### config.mk
export PLATFORM = sky130hd
export DESIGN_NAME = mmcm_ps_sequencer
export DESIGN_NICKNAME = d
export VERILOG_FILES = /design/src/rtl/mmcm_ps_sequencer.sv
export SDC_FILE = /design/constraint.sdc
export NUM_CORES = 1
export LEC_CHECK = 0
export ABC_CLOCK_PERIOD_IN_PS = 2350
export BUFFER_PORTS_ARGS = -buffer_cell sky130_fd_sc_hd__buf_2
export CELL_PAD_IN_SITES_DETAIL_PLACEMENT = 0
export CELL_PAD_IN_SITES_GLOBAL_PLACEMENT = 1
export CORE_ASPECT_RATIO = 1.2
export CORE_MARGIN = 1
export CORE_UTILIZATION = 42
export DETAILED_ROUTE_END_ITERATION = 10
export PLACE_DENSITY_LB_ADDON = 0.1
export SETUP_SLACK_MARGIN = 0.02
export SYNTH_ARGS = -nofsm -noshare
export SYNTH_HDL_FRONTEND = slang
export SYNTH_SLANG_ARGS = --single-unit
export TNS_END_PERCENT = 10
### constraint.sdc
create_clock -name psclk -period 2.35 [get_ports psclk]
set_input_delay 0 -clock psclk [delete_from_list [all_inputs] [get_ports psclk]]
set_output_delay 0 -clock psclk [all_outputs]
set_load 0.05 [all_outputs]
### src/rtl/mmcm_ps_sequencer.sv
// MMCM dynamic phase-shift sequencer: turns relative step commands into psdone-gated psen pulses
// and tracks the absolute clk_ps phase modulo one output turn.
module mmcm_ps_sequencer #(
    parameter int STEP_W       = 16,
    parameter int PS_FULL_TURN = 448,
    parameter int POS_W        = 9,
    parameter int MIN_GAP      = 2,
    parameter int TIMEOUT_CYC  = 64
) (
    input  logic              psclk,
    input  logic              reset,
    input  logic              locked,
    input  logic              cmd_valid,
    output logic              cmd_ready,
    input  logic              cmd_incr,
    input  logic [STEP_W-1:0] cmd_steps,
    output logic              psen,
    output logic              psincdec,
    input  logic              psdone,
    output logic              busy,
    output logic              done,
    output logic [POS_W-1:0]  phase_pos,
    output logic              err_timeout,
    output logic              err_unlock,
    input  logic              err_clr
);

    localparam int TO_W  = $clog2(TIMEOUT_CYC + 1);
    localparam int GAP_W = (MIN_GAP > 1) ? $clog2(MIN_GAP) : 1;
    localparam logic [GAP_W-1:0] GAP_INIT = GAP_W'((MIN_GAP > 0) ? MIN_GAP - 1 : 0);
    localparam logic [POS_W-1:0] POS_MAX  = POS_W'(PS_FULL_TURN - 1);
    localparam logic [TO_W-1:0]  TO_LIMIT = TO_W'(TIMEOUT_CYC);

    typedef enum logic [2:0] {
        IDLE,
        ISSUE,
        WAIT_DONE,
        GAP,
        ERROR
    } state_t;

    state_t            state;
    logic [STEP_W-1:0] remaining;
    logic [TO_W-1:0]   to_cnt;
    logic [GAP_W-1:0]  gap_cnt;

    always_ff @(posedge psclk) begin
        if (reset) begin
            state       <= IDLE;
            cmd_ready   <= 1'b0;
            psen        <= 1'b0;
            psincdec    <= 1'b0;
            busy        <= 1'b0;
            done        <= 1'b0;
            phase_pos   <= '0;
            err_timeout <= 1'b0;
            err_unlock  <= 1'b0;
            remaining   <= '0;
            to_cnt      <= '0;
            gap_cnt     <= '0;
        end else begin
            done <= 1'b0;
            psen <= 1'b0;

            if (!locked && (state == ISSUE || state == WAIT_DONE || state == GAP)) begin
                err_unlock <= 1'b1;
                busy       <= 1'b0;
                cmd_ready  <= 1'b0;
                state      <= ERROR;
            end else begin
                case (state)
                    IDLE: begin
                        cmd_ready <= locked & ~err_timeout & ~err_unlock;
                        if (cmd_valid && cmd_ready) begin
                            remaining <= cmd_steps;
                            psincdec  <= cmd_incr;
                            if (cmd_steps == '0) begin
                                done <= 1'b1;
                            end else if (!locked) begin
                                // lock lost on the accept edge: fail before any psen goes out
                                err_unlock <= 1'b1;
                                cmd_ready  <= 1'b0;
                                state      <= ERROR;
                            end else begin
                                psen      <= 1'b1;
                                busy      <= 1'b1;
                                cmd_ready <= 1'b0;
                                to_cnt    <= '0;
                                state     <= ISSUE;
                            end
                        end
                    end

                    ISSUE: begin
                        to_cnt <= to_cnt + 1'b1;
                        state  <= WAIT_DONE;
                    end

                    WAIT_DONE: begin
                        if (psdone) begin
                            if (psincdec)
                                phase_pos <= (phase_pos == POS_MAX) ? '0 : phase_pos + 1'b1;
                            else
                                phase_pos <= (phase_pos == '0) ? POS_MAX : phase_pos - 1'b1;
                            remaining <= remaining - 1'b1;
                            if (remaining == STEP_W'(1)) begin
                                busy      <= 1'b0;
                                done      <= 1'b1;
                                cmd_ready <= 1'b1;
                                state     <= IDLE;
                            end else if (MIN_GAP == 0) begin
                                psen   <= 1'b1;
                                to_cnt <= '0;
                                state  <= ISSUE;
                            end else begin
                                gap_cnt <= GAP_INIT;
                                state   <= GAP;
                            end
                        end else if (to_cnt >= TO_LIMIT) begin
                            err_timeout <= 1'b1;
                            busy        <= 1'b0;
                            state       <= ERROR;
                        end else begin
                            to_cnt <= to_cnt + 1'b1;
                        end
                    end

                    GAP: begin
                        if (gap_cnt == '0) begin
                            psen   <= 1'b1;
                            to_cnt <= '0;
                            state  <= ISSUE;
                        end else begin
                            gap_cnt <= gap_cnt - 1'b1;
                        end
                    end

                    ERROR: begin
                        cmd_ready <= 1'b0;
                        busy      <= 1'b0;
                        if (err_clr) begin
                            err_timeout <= 1'b0;
                            err_unlock  <= 1'b0;
                            cmd_ready   <= locked;
                            state       <= IDLE;
                        end
                    end

                    default: state <= IDLE;
                endcase
            end

            // a relock puts the MMCM back at its static phase
            if (!locked)
                phase_pos <= '0;
        end
    end

endmodule

# [Word-level counts from Yosys, hierarchy flattened]
# Index checks and enable logic that the tools add are counted.
# Widths: inputs -> output; s select.
[totals] register_bits=43 inputBits=23
[classes] addsub=5 magnitude_cmp=1 n_eq_ne=25 muxes=59 bitwise_logic=6 n_reduce_logical=27
[ops] cell="$mux 7" count=6
[ops] cell="$mux 16" count=2
[ops] cell="$pmux 16 s2" count=1
[ops] cell="$mux 1" count=29
[ops] cell="$pmux 7 s4" count=1
[ops] cell="$mux 9" count=3
[ops] cell="$mux 3" count=8
[ops] cell="$reduce_and 5->1" count=4
[ops] cell="$ne 2x2->1 const B" count=9
[ops] cell="$eq 16x1->1 const B" count=1
[ops] cell="$logic_not 16->1" count=1
[ops] cell="$sub 16x1->16 const B" count=1
[ops] cell="$pmux 3 s5" count=1
[ops] cell="$ne 3x3->1 const B" count=4
[ops] cell="$pmux 1 s2" count=5
[ops] cell="$add 9x1->9 const B" count=1
[ops] cell="$eq 9x9->1 const B" count=1
[ops] cell="$logic_not 9->1" count=1
[ops] cell="$ne 3x2->1 const B" count=3
[ops] cell="$reduce_and 3->1" count=3
[ops] cell="$sub 9x1->9 const B" count=1
[ops] cell="$reduce_and 4->1" count=2
[ops] cell="$reduce_and 8->1" count=1
[ops] cell="$add 7x1->7 const B" count=1
[ops] cell="other kinds (20)" count=33

# [Logic depth before layout (Yosys ltp)]
# Gate-level depths: netlist of the first run.
[depth] word_depth=6 depth_mapped=8 depth_no_buf=7

# [Least setup slack after synthesis of the first run]
# Ideal clock, no wire load.
[synth_timing] path_type="register to register" startpoint="register phase_pos[4]" endpoint="register phase_pos[8]" arrival_ns=1.985 required_time_ns=2.259 setup_slack_ns=0.274 path_stages_with_launch=6 path_buffers=0 period_less_slack_ns=2.076 cell_sequence="dfxtp_1 > or4_4 > or4_4 > o31ai_2 > a21oi_1 > a311oi_1"
[synth_via] elab_chain_cells=3 elab_cells_between_ends=7 classes_between="2 x add/sub; 1 x eq/ne; 3 x mux; 1 x reduce/logical"
[synth_rtl] element="start: declaration" line="22" source="output logic [POS_W-1:0] phase_pos,"
[synth_rtl] element="start signal: assignment" line="102" source="phase_pos <= (phase_pos == POS_MAX) ? '0 : phase_pos + 1'b1;"
[synth_rtl] element="start signal: assignment" line="104" source="phase_pos <= (phase_pos == '0) ? POS_MAX : phase_pos - 1'b1;"
[synth_rtl] element="$sub 9x1->9, or another cell as far along" line="104"
[synth_rtl] element="$mux 9 (on tied branches)" line="104, 102"
[synth_rtl] element="$mux 9 *" line="101" source="if (psincdec)"
# Mark *: on every way between the ends. The rest lies on a longest branch, timed or not.
# A chain may end at the register's enable or synchronous reset.

# [Final worst setup path of the first run]
[layout_timing] startpoint="input port cmd_steps[5]" endpoint="register to_cnt[2]"
[layout_via] elab_chain_cells=3
[layout_rtl] element="start: declaration" line="16" source="input logic [STEP_W-1:0] cmd_steps,"
[layout_rtl] element="$logic_not 16->1" line="77" source="if (cmd_steps == '0) begin"
[layout_rtl] element="$ne 2x2->1 (no line)"
[layout_rtl] element="$reduce_and 8->1 (no line)"
[layout_rtl] element="end signal: assignment" line="95" source="to_cnt <= to_cnt + 1'b1;"
[layout_rtl] element="end signal: assignment" line="124" source="to_cnt <= to_cnt + 1'b1;"
[layout_rtl] element="end: declaration" line="44" source="logic [TO_W-1:0] to_cnt;"
# Every way passes these cells.

==> results.md, run 1 <==
* Outcome: finished clean
* Data required, critical path at 2610 ps
* Mapped Nets at 396
* Synth top area share at 0.3059
* Cell taking the most area after synthesis: dfxtp_1
* Syn. warnings at 0
* Initial antenna violation count at 0
* Starting density of the core at 0.4365
* H-Tree Level Count at 2
* Fin nets at 434
* DR vias at 2984
* Arrival time of the worst setup path at 2300 ps
* Avg WL per Cell at 15.92 um
* Max-slew violations at 0
* Post-CTS Setup Repair Bufs at 0
* Critical path buffer and inverter count at 2
* Fin Clk Skew at 11.04 ps
* Total GRT Usage at 0.2222
* Slew margin rel. at 0.5636
* Post-synthesis instance total at 368
* CP Capture Type: register
* DR vias/cell at 6.065
* P per Cell Area at 987.8 nW/um^2
* Layout area overhead at 16.36%
* Worst setup slack after layout at 304.2 ps
* Worst-path clk slew at 90 ps
* Routed WL at 7831 um
* Post-synth EDFFs at 0
* DRT Pass-1 Iters at 5
* CTS root buf: clkbuf_8
* Post-synthesis register bit count at 43
* Worst setup path class: in2reg
* Commonest cells after routing, fill and taps aside: 43 x dfxtp_1, 38 x nand2_1, 38 x buf_2, 32 x nor2_1, 26 x o21ai_0
* Worst hold path type: in2reg
* Largest net degree at the start of global routing at 28
* Slowest CP cell: dlygate4sd3_1
* Diode count at 0
* CTS tree: yes
* Die height at 91.67 um
* Worst skew pair latency at 310 ps
* Commonest non-fill, non-tap cell in the layout: dfxtp_1
* Max Cap Viol at 0
* Max Clock Freq at 0.4888 GHz
* Vias in the first global route at 2607
* Max stage delay on crit path at 540 ps
* Synthesized area per cell at 7.647 sq um
* Final Hold Viols at 0
* Cell row count at 32
* GP Congestion at 0.8611
* Top fanout value on the critical path at 6
* Area contributors post-synth: dfxtp_1 31%, nand2_1 5.1%, o21ai_0 4.6%
* Pre-CTS WS at 371.7 ps
* CP Cell Sequence: dlygate4sd3_1, buf_2, nor4_1, a41oi_1, o311a_1, nor2_1, a221o_1
* Worst-margin pin slew at 653.7 ps
* Sink Count at 43
* Top FF cell, synth: dfxtp_1
* Post-route minimum period at 2046 ps
* Routed Antenna Nets at 0
* VDD IR max at 0.5075 mV
* Post-Syn Area at 2814 sq um
* GRT overflow at 0
* # IOs at 39
* Async set-reset flop share out of synthesis at 0
* RSZ-0062 raised after global routing: no
* Setup Viol. Count Final at 0
* First-pass GRT wire length at 12680 um
* Die X at 76.72 um
* CP Launch Type: primary input
* DP HPWL at 5703 um
* CP delay by family, top: compound AO/OA/AOI/OAI gates
* PortBufs at 38
* Yosys cell types at 66
* Lkg Pwr at 1.310 nW
* Die Footprint at 7033 sq um
* Iter 0 DRT Violations at 214
* CTS Buf Count at 5
* Final worst-path cycle share at 0.8705
* CTS Buffer Depth at 2
* Core area at 6446 sq um
* DRC viols at 0
* TNS Setup at 0 ps
* Sequential share of the synthesized area at 0.3059
* Share of layout cells above drive strength 1 at 0.1966
worst min-delay path, cell delays in order:
cell	delay, ps
buf_2	90
a21oi_1	50
o21ai_0	140
final cells by class:
type / instances / area, sq um
timing repair buffer: 55 / 325.3
fill: 658 / 3172
tap: 85 / 106.4
multi-input combinational: 292 / 1812
clock buffer: 5 / 68.82
clock inverter: 3 / 67.56
sequential: 43 / 860.8
inverter: 9 / 33.78
state kept, by name, indices dropped and copies added (netlist names):
name and count:
err_timeout 1, to_cnt 7, phase_pos 9, state 3, psincdec 1, err_unlock 1
gap_cnt 1, psen 1, cmd_ready 1, remaining 16, busy 1, done 1
cells in the mapped netlist (4+ instances only):
cell type  count
or3_1          4
nand4_1        6
dfxtp_1       43
clkbuf_1      17
o22ai_1        5
o41ai_1        5
inv_1          9
o211ai_1       5
a22oi_1        5
o31ai_1        5
nor3_1        10
and3_1         8
nor2_1        32
ha_1           5
a311oi_1       5
nand3_1       17
a211oi_1       5
o21ai_0       26
or2_2          4
a21oi_1       22
nand2b_1       5
nand2_1       38
nor4_1         9
nor2b_1        8
what timing repair did:
item	4_1_cts	5_1_grt
hold buffers	3	0
endpoints found under the hold margin	3	0
resized for setup	0	0
logic make-up after synthesis:
logic type	synth area share
xor+xnor	0.01557
flops	0.3059
fa+ha+maj	0.02223
buf+inv	0.05202
simple gates	0.3130
compound gates	0.2766
mux	0.01467
stage by stage:
stage,hold WS (ps),std cells,utilization,instance area [sq um],power [mW]
6_report,1.592,492,0.5080,3274,3.234
4_1_cts,1.433,492,0.5080,3274,3.244
3_3_place_gp,256.1,481,0.4821,3108,2.533
3_5_place_dp,269.6,481,0.4821,3108,2.537
2_1_floorplan,143.9,368,-,2814,2.152
5_1_grt,30.19,492,0.5080,3274,3.459
worst paths after layout:
check             depth (start not counted)            end           from  slack [ps]
setup / recovery                          7      to_cnt[2]   cmd_steps[5]         300
hold / removal                            3  remaining[15]  cmd_steps[15]           2
setup reg to reg                          5   phase_pos[8]   phase_pos[3]         340
hold reg to reg                           2      to_cnt[1]      to_cnt[1]         480
routing by layer:
layer  GRT usage  routed length, um
met3     0.03483                303
met2      0.3631               3772
met5           0                  0
met4     0.07212                134
met1      0.2969               3621
report_power, final:
part / total (mW) / internal (mW) / switching, mW
Sequential: 1.00 / 0.836 / 0.168
Combinational: 1.53 / 0.599 / 0.933
Clock: 0.698 / 0.424 / 0.274
Total: 3.23 / 1.86 / 1.38
Power figures use the tool's default switching activity.
==> inputs of run 2 (changes only) <==
==> constraint.sdc (replaced) <==
create_clock -name psclk -period 2.35 [get_ports psclk]
set_input_delay 0.1175 -clock psclk [delete_from_list [all_inputs] [get_ports psclk]]
set_output_delay 0.1175 -clock psclk [all_outputs]
set_load 0.05 [all_outputs]
==> run 2 against run 1 <==
Final cell count shrank 0.41%; hold slack gained 69 ps; routed wire length shrank 2.0%; largest cell class unchanged; critical path depth is the same; critical endpoint is now remaining[10]; clock skew grew 1.7 ps; via count shrank 1.1%; sequential power is essentially flat; global-route usage grew 0.63 points; design area shrank 2.3%.
==> results.md, run 2 (same netlist as run 1, synthesis figures left out) <==
* Worst-margin pin slew at 634.6 ps
* Routed WL at 7671 um
* Internal power at 1.641 mW
* Post_cts resized at 0
* Setup Viol. Count Final at 0
* DP HPWL at 5495 um
* Reg-to-reg setup timing slack at 390 ps
* Clock share of power at 0.157
* CTS root buf: clkbuf_8
* Largest register FFs at 16
* CP Launch Type: register
* DRC viols at 0
* Lkg Pwr at 1.282 nW
* TNS Setup at 0 ps
* H-Tree Level Count at 2
* Cell row count at 32
* Layout area overhead at 13.74%
* Outcome: finished clean
* Biggest regs: remaining (16), phase_pos (9), to_cnt (7)
* Routed Antenna Nets at 0
* Initial antenna violation count at 0
* P per Cell Area at 937.9 nW/um^2
* Total GRT Usage at 0.2285
* Sink Count at 43
* Register Area at 860.8 sq um
* Post-CTS Setup Repair Bufs at 0
* Hold buffer count at cts at 0
* Commonest cells after routing, fill and taps aside: 43 x dfxtp_1, 38 x nand2_1, 38 x buf_2, 32 x nor2_1, 26 x o21ai_0
* Post-route minimum period at 1956 ps
* Die Footprint at 7033 sq um
* Fin Clk Skew at 12.73 ps
* GRT overflow at 0
* Worst setup path class: reg2reg
* Starting density of the core at 0.4365
* DRT Pass-1 Iters at 4
* Avg WL per Cell at 15.66 um
* PortBufs at 38
* CTS Buffer Depth at 2
* Worst-path clk slew at 80 ps
* Core area at 6446 sq um
* DR vias at 2951
* Commonest non-fill, non-tap cell in the layout: dfxtp_1
* Final worst-path cycle share at 0.8323
* Layout fillers at 661
* Share of layout cells above drive strength 1 at 0.1975
* Diode count at 0
* Data required, critical path at 2520 ps
* # IOs at 39
* Net Sw Frac at 0.4535
* Max Cap Viol at 0
* Die height at 91.67 um
* Iter 0 DRT Violations at 183
* Worst skew pair latency at 300 ps
* Final Hold Viols at 0
* Die X at 76.72 um
* Max-slew violations at 0
* GP Congestion at 0.8461
* DR vias/cell at 6.022
* Max Clock Freq at 0.5113 GHz
* Combinational power share at 0.511
* Sequential Power Share at 0.333
* Largest net degree at the start of global routing at 29
* Fin nets at 432
* Footprint of the multi-input gates at 1812 sq um
* RSZ-0062 raised after global routing: no
* First-pass GRT wire length at 13050 um
* Vias in the first global route at 2720
* CTS Buf Count at 5
* Arrival time of the worst setup path at 2120 ps
* CP Capture Type: register
* Worst hold path type: in2reg
* Final Hold Slack at 70.64 ps
* NetSw at 1.361 mW
* VDD IR max at 0.3953 mV
* Slew margin rel. at 0.5764
* Top fanout value on the critical path at 5
* Most flops, register: remaining
* CTS tree: yes
## run 2: metal layers
metal	wire length (um)	track usage
met1	3702	0.3053
met2	3526	0.3624
met3	299	0.03582
met4	143	0.09776
met5	0	0
## run 2: metrics by stage
stage                     worst slack, ps  power, mW  cells    util  area [sq um]
after floorplan                     274.0      2.152    368       -          2814
after global placement              430.6      2.538    482  0.4833          3115
after detailed placement            415.0      2.533    482  0.4833          3115
after CTS                           411.0      3.016    490  0.4965          3201
after global routing                245.1      3.239    490  0.4965          3201
final                               394.2      3.002    490  0.4965          3201
## run 2: area by class of cell
| cell class | count | share of cell area |
|---|---|---|
| inverters | 9 | 0.01056 |
| well taps | 85 | 0.03323 |
| repair buffers | 53 | 0.09461 |
| clock inverters | 2 | 0.003909 |
| flip-flops and latches | 43 | 0.2690 |
| multi-input cells | 292 | 0.5661 |
| clock buffers | 6 | 0.02267 |
## run 2: path summary, 6_finish.rpt
check,from,endpoint,cells past startpoint
worst max-delay path,remaining[0],remaining[10],7
worst min-delay path,cmd_incr,psincdec,3
worst max register to register,remaining[0],remaining[10],7
worst min register to register,to_cnt[1],to_cnt[1],2
## run 2: power by group through the flow
stage / Clock, mW / Combinational (mW) / Sequential [mW]
after floorplan: 0 / 1.14 / 1.01
after global placement: 0 / 1.53 / 1.01
after detailed placement: 0 / 1.52 / 1.01
after CTS: 0.493 / 1.53 / 0.995
after global routing: 0.518 / 1.70 / 1.02
final: 0.470 / 1.53 / 0.999
## run 2: worst max-delay path, cell delays in order (launching register included)
cell     delay (ps)
dfxtp_1         350
inv_1            80
ha_1            230
or4b_2          670
nor3_1          150
o21ai_0         100
a22oi_1         200
nor2_1           50
